--- src/rtl/uart_rx.sv ---
// 7E1 UART receiver: 2-flop synchronizer, mid-bit sampling FSM and a single-word
// holding register with valid/ready handshake, parity/frame flags and overrun pulse.
module uart_rx #(
   parameter int CLKS_PER_BIT = 521,
   parameter int HALF_BIT     = CLKS_PER_BIT / 2
) (
   input  logic       clk,
   input  logic       rst_n,
   input  logic       rx_in,
   input  logic       rx_ready,
   output logic [6:0] rx_data,
   output logic       rx_valid,
   output logic       parity_error,
   output logic       frame_error,
   output logic       overrun
);

   localparam int CW = (CLKS_PER_BIT > 1) ? $clog2(CLKS_PER_BIT) : 1;
   localparam logic [CW-1:0] LAST_CNT = CW'(CLKS_PER_BIT - 1);
   localparam logic [CW-1:0] MID_CNT  = CW'(HALF_BIT - 1);

   typedef enum logic [2:0] {IDLE, START, DATA, PARITY, STOP, BREAK} state_t;

   state_t        state;
   logic [CW-1:0] cnt;
   logic [2:0]    idx;
   logic [6:0]    shreg;
   logic          par_bit;

   logic       rx_meta;
   logic       rx_s;
   logic       rx_prev;
   logic [1:0] fill;

   // rx_prev only tracks rx_s once the synchronizer holds real line samples, so a
   // line already low at reset release is never mistaken for a start edge.
   // NOTE: sequential state uses non-blocking assignments so every flop samples
   // pre-edge values regardless of statement order.
   always_ff @(posedge clk or negedge rst_n) begin
      if (!rst_n) begin
         rx_meta <= 1'b1;
         rx_s    <= 1'b1;
         rx_prev <= 1'b0;
         fill    <= 2'b00;
      end else begin
         rx_meta <= rx_in;
         rx_s    <= rx_meta;
         fill    <= {fill[0], 1'b1};
         rx_prev <= rx_s & fill[1];
      end
   end

   always_ff @(posedge clk or negedge rst_n) begin
      if (!rst_n) begin
         state        <= IDLE;
         cnt          <= '0;
         idx          <= '0;
         shreg        <= '0;
         par_bit      <= 1'b0;
         rx_data      <= '0;
         rx_valid     <= 1'b0;
         parity_error <= 1'b0;
         frame_error  <= 1'b0;
         overrun      <= 1'b0;
      end else begin
         overrun <= 1'b0;
         // NOTE: the handshake clear is written first so a reload in STOP later in
         // this block overrides it in the same cycle (last non-blocking write wins).
         if (rx_valid && rx_ready)
            rx_valid <= 1'b0;

         case (state)
            IDLE: begin
               cnt <= '0;
               idx <= '0;
               if (rx_prev && !rx_s)
                  state <= START;
            end

            START: begin
               if (cnt == MID_CNT) begin
                  cnt   <= '0;
                  state <= rx_s ? IDLE : DATA;
               end else begin
                  cnt <= cnt + CW'(1);
               end
            end

            DATA: begin
               if (cnt == LAST_CNT) begin
                  cnt        <= '0;
                  shreg[idx] <= rx_s;
                  if (idx == 3'd6) begin
                     idx   <= '0;
                     state <= PARITY;
                  end else begin
                     idx <= idx + 3'd1;
                  end
               end else begin
                  cnt <= cnt + CW'(1);
               end
            end

            PARITY: begin
               if (cnt == LAST_CNT) begin
                  cnt     <= '0;
                  par_bit <= rx_s;
                  state   <= STOP;
               end else begin
                  cnt <= cnt + CW'(1);
               end
            end

            STOP: begin
               if (cnt == LAST_CNT) begin
                  cnt <= '0;
                  if (!rx_valid || rx_ready) begin
                     rx_data      <= shreg;
                     parity_error <= (par_bit != ^shreg);
                     frame_error  <= !rx_s;
                     rx_valid     <= 1'b1;
                  end else begin
                     overrun <= 1'b1;
                  end
                  state <= rx_s ? IDLE : BREAK;
               end else begin
                  cnt <= cnt + CW'(1);
               end
            end

            BREAK: begin
               cnt <= '0;
               if (rx_s)
                  state <= IDLE;
            end

            default: state <= IDLE;
         endcase
      end
   end

endmodule
--- config.mk ---
export PLATFORM = sky130hd
export DESIGN_NAME = uart_rx
export DESIGN_NICKNAME = d
export VERILOG_FILES = /design/src/rtl/uart_rx.sv
export SDC_FILE = /design/constraint.sdc
export NUM_CORES = 1
export LEC_CHECK = 0
export ABC_AREA = 0
export CAP_MARGIN = 10
export CORE_ASPECT_RATIO = 1.1
export CORE_MARGIN = 8
export CORE_UTILIZATION = 25
export CTS_BUF_LIST = sky130_fd_sc_hd__clkbuf_2
export DETAILED_ROUTE_END_ITERATION = 16
export HOLD_SLACK_MARGIN = 0.15
export MAX_ROUTING_LAYER = met4
export PLACE_DENSITY_LB_ADDON = 0.3
export SLEW_MARGIN = 20
export SYNTH_ARGS = -nofsm -noshare
export SYNTH_HDL_FRONTEND = slang
export SYNTH_SLANG_ARGS = --single-unit
--- constraint.sdc ---
create_clock -name clk -period 3.2 [get_ports clk]
set_clock_uncertainty 0.2 [all_clocks]
set_input_delay 0.48 -clock clk [delete_from_list [all_inputs] [get_ports clk]]
set_output_delay 0.48 -clock clk [all_outputs]
set_load 0.1 [all_outputs]
==> impl_metrics.json <==
{
  "dieArea_um2": 11200,
  "finalSetupViolations": 0,
  "post-route-drc-count": 0,
  "cts_tree": "yes",
  "finalHoldViolations": 0,
  "numCtsBuffers": 5,
  "detail_route.vias_per_cell": 4.53,
  "io_pins": 15,
  "worst-path-max-fanout": 9,
  "setup.worst_path.class": "reg -> reg",
  "die_w_um": 102,
  "drt-initial-drc-count": 85,
  "post_layout_net_count": 207,
  "timing.final.crit_share_pct": 84.0,
  "grt_start_max_net_pins": 41,
  "dpl_worst_slack_ns": 0.523,
  "yosys.area.top_type": "dfrtp_1",
  "hold_wc_startpoint": "rx_meta",
  "insertedDiodeCount": 0,
  "synth_fp_nets": 188,
  "finalMaxSlewViolations": 0,
  "synth-async-reset-ratio_pct": 100,
  "globalRoute.totalOverflow": 0,
  "netlist_top_cells_area": "dfrtp_1 47%, mux2_2 8.9%, xnor2_1 3.0%",
  "startpoint_type_of_the_worst_setup_path": "flip-flop",
  "die-height_um": 110,
  "filler_cell_count": 840,
  "slew_at_the_pin_with_the_worst_max_slew_slack_ns": 0.896,
  "post_synthesis_cell_count": 182,
  "cp.arrival_ns": 2.77,
  "cts_root_buf": "clkbuf_2",
  "grt_antenna_before_repair": 0,
  "post_synth_num_cell_types": 51,
  "ys_warn_count": 0,
  "critical_path.reg2reg.startpoint": "cnt[5]",
  "synthTopCellsByCount": "38 x dfrtp_1, 16 x mux2_2, 12 x nor2_1",
  "syn_area_per_cell_um2": 11.1,
  "worstReg2RegEnd": "rx_data[6]",
  "min_to": "rx_s",
  "vias": 1405,
  "grt_setup_unrepaired": "no",
  "maxClockFrequency_ghz": 0.372,
  "setup.reg_to_reg.worst_slack_ns": 0.51,
  "critPathBufInv": 1,
  "syn_to_final_growth_pct": 14.6,
  "critPathMaxStageDelay_ns": 0.58,
  "drive_above_1_share_pct": 26.7,
  "h_tree_depth": 2,
  "drtPass1Iterations": 4,
  "totalNegativeSetupSlack_ns": 0,
  "fin_ws_ns": 0.511,
  "hold_class": "reg -> reg",
  "max-cap-violations": 0,
  "p_leak_nw": 1.02,
  "power.density_cell_area_nw_per_um2": 453,
  "register_area_share_after_synthesis_pct": 49.7,
  "tritoncts_num_sinks": 40,
  "final_antenna_violating_net_count": 0,
  "core-area_um2": 7870,
  "ys.flop_type": "dfrtp_1",
  "detailed_place_hpwl_um": 2810,
  "start_util_pct": 25.7,
  "critPathRequiredTime_ns": 3.28,
  "crit_path_slowest_cell": "or4_4",
  "syn_std_cell_area_um2": 2020,
  "timing.slew.headroom_pct": 40.3,
  "whs_path_depth": 0,
  "worstRegToRegCells": 5,
  "wl_um": 4020,
  "finalWorstPathRequiredPeriod_ns": 2.69,
  "number_of_synthesized_flops_with_an_enable_pin": 0,
  "grt_pass1_vias": 1494,
  "grt.total_usage_pct": 8.29,
  "postSynthRegisterBits": 40,
  "endpoint_kind": "flip-flop",
  "outcome": "finished, final reports clean",
  "wire_length_of_the_first_global_routing_pass_um": 7200,
  "cts.reportedPaths.clkPinSlew_ns": 0.19,
  "netlist.area_leader.share_pct": 47.1,
  "path_cells": "or4_4 > or3_1 > nor3b_1 > buf_4 > mux2_2",
  "avgRoutedWirePerCell_um": 13.0,
  "yosysMostFrequentCell": "dfrtp_1",
  "gp_routability_congestion": 0.819,
  "ctsLongestPathBuffers": 2,
  "number_of_buffer_cells_added_on_primary_ports": 14,
  "cell_row_count": 34,
  "crit_family": "simple AND/OR/NAND/NOR gates",
  "insertion_delay_ns": 0.36,
  "vdd.ir_drop.worst_v": 0.000134
}
-- metal layers --
metal	wire (µm)	part of all wire [%]	track usage, %	vias up
li1	-	-	-	697
met1	1880	47	9.66	692
met2	1970	49	13.5	14
met3	148	3.7	2.39	2
met4	24	0.60	2.66	0
met5	0	0	-	-
-- worst max path at each step --
stage / start / endpoint / slack [ns] / depth (start not counted)
3_5_place_dp: cnt[5] / rx_data[3] / 0.52 / 5
6_report: cnt[5] / rx_data[6] / 0.51 / 5
3_3_place_gp: cnt[5] / rx_data[1] / 0.56 / 5
5_1_grt: cnt[5] / rx_data[6] / 0.40 / 5
2_1_floorplan: cnt[5] / parity_error / 0.72 / 6
4_1_cts: cnt[5] / rx_data[6] / 0.51 / 5
-- timing repair --
action,CTS,global route
endpoints found under the hold margin,38,0
hold buffers,1,0
resized for setup,0,0
buffers inserted,0,0
-- power by group --
part | leakage, nW | internal, mW | switching, mW
clock | 0.0290 | 0.0559 | 0.164
sequential | 0.530 | 0.542 | 0.0659
combinational | 0.466 | 0.101 | 0.121
-- through the flow --
stage                     cells  power [mW]  instance area (µm²)  utilization, %  hold slack [ns]
after floorplan             182       0.775                 2020               -          -0.0156
after global placement      301       0.836                 2260            28.8            0.133
after detailed placement    301       0.840                 2260            28.8            0.146
after CTS                   310        1.07                 2320            29.4            0.174
after global routing        310        1.12                 2320            29.4            0.181
final                       310        1.05                 2320            29.4            0.170
-- state kept, by name, indices dropped and copies added (netlist names) --
register,count
cnt,10
fill,2
frame_error,1
idx,3
overrun,1
par_bit,1
parity_error,1
rx_data,7
rx_meta,1
rx_prev,1
rx_s,1
rx_valid,1
shreg,7
state,3
-- layout by cell type (no fill, tap or decap), types with 3 or more instances in the layout --
cell      count
o21ai_0       4
xor2_1        7
nand2b_1      6
nor2b_1       4
nor4_1        3
clkbuf_2      6
nand3_1       8
mux2_2       16
nor2_1       12
xnor2_1       7
nand4_1       7
inv_1         6
buf_4        17
nand2_1      10
dfrtp_1      38
-- final cells by class --
class	count	area [µm²]	share of cell area, %
clock buffer	6	30.0	1.30
clock inverter	2	12.5	0.540
inverter	6	22.5	0.972
multi-input combinational	127	950	41.0
sequential	40	1000	43.3
tap	108	135	5.83
timing repair buffer	21	163	7.02
-- logic make-up after synthesis --
group / share of synthesized area, %
other: 0.186
muxes: 10.6
AOI/OAI and AO/OA: 9.41
and+or+nand+nor: 19.4
buffers and inverters: 3.34
adders and majority gates: 1.24
xor gates and xnor gates: 6.07
DFF: 49.7
-- worst reg2reg max path, stage by stage, from the launching register on --
cell and delay, ns:
dfrtp_1 0.47, or4_4 0.58, or3_1 0.52, nor3b_1 0.28, buf_4 0.22, mux2_2 0.34
(Power assumes the default switching activity.)
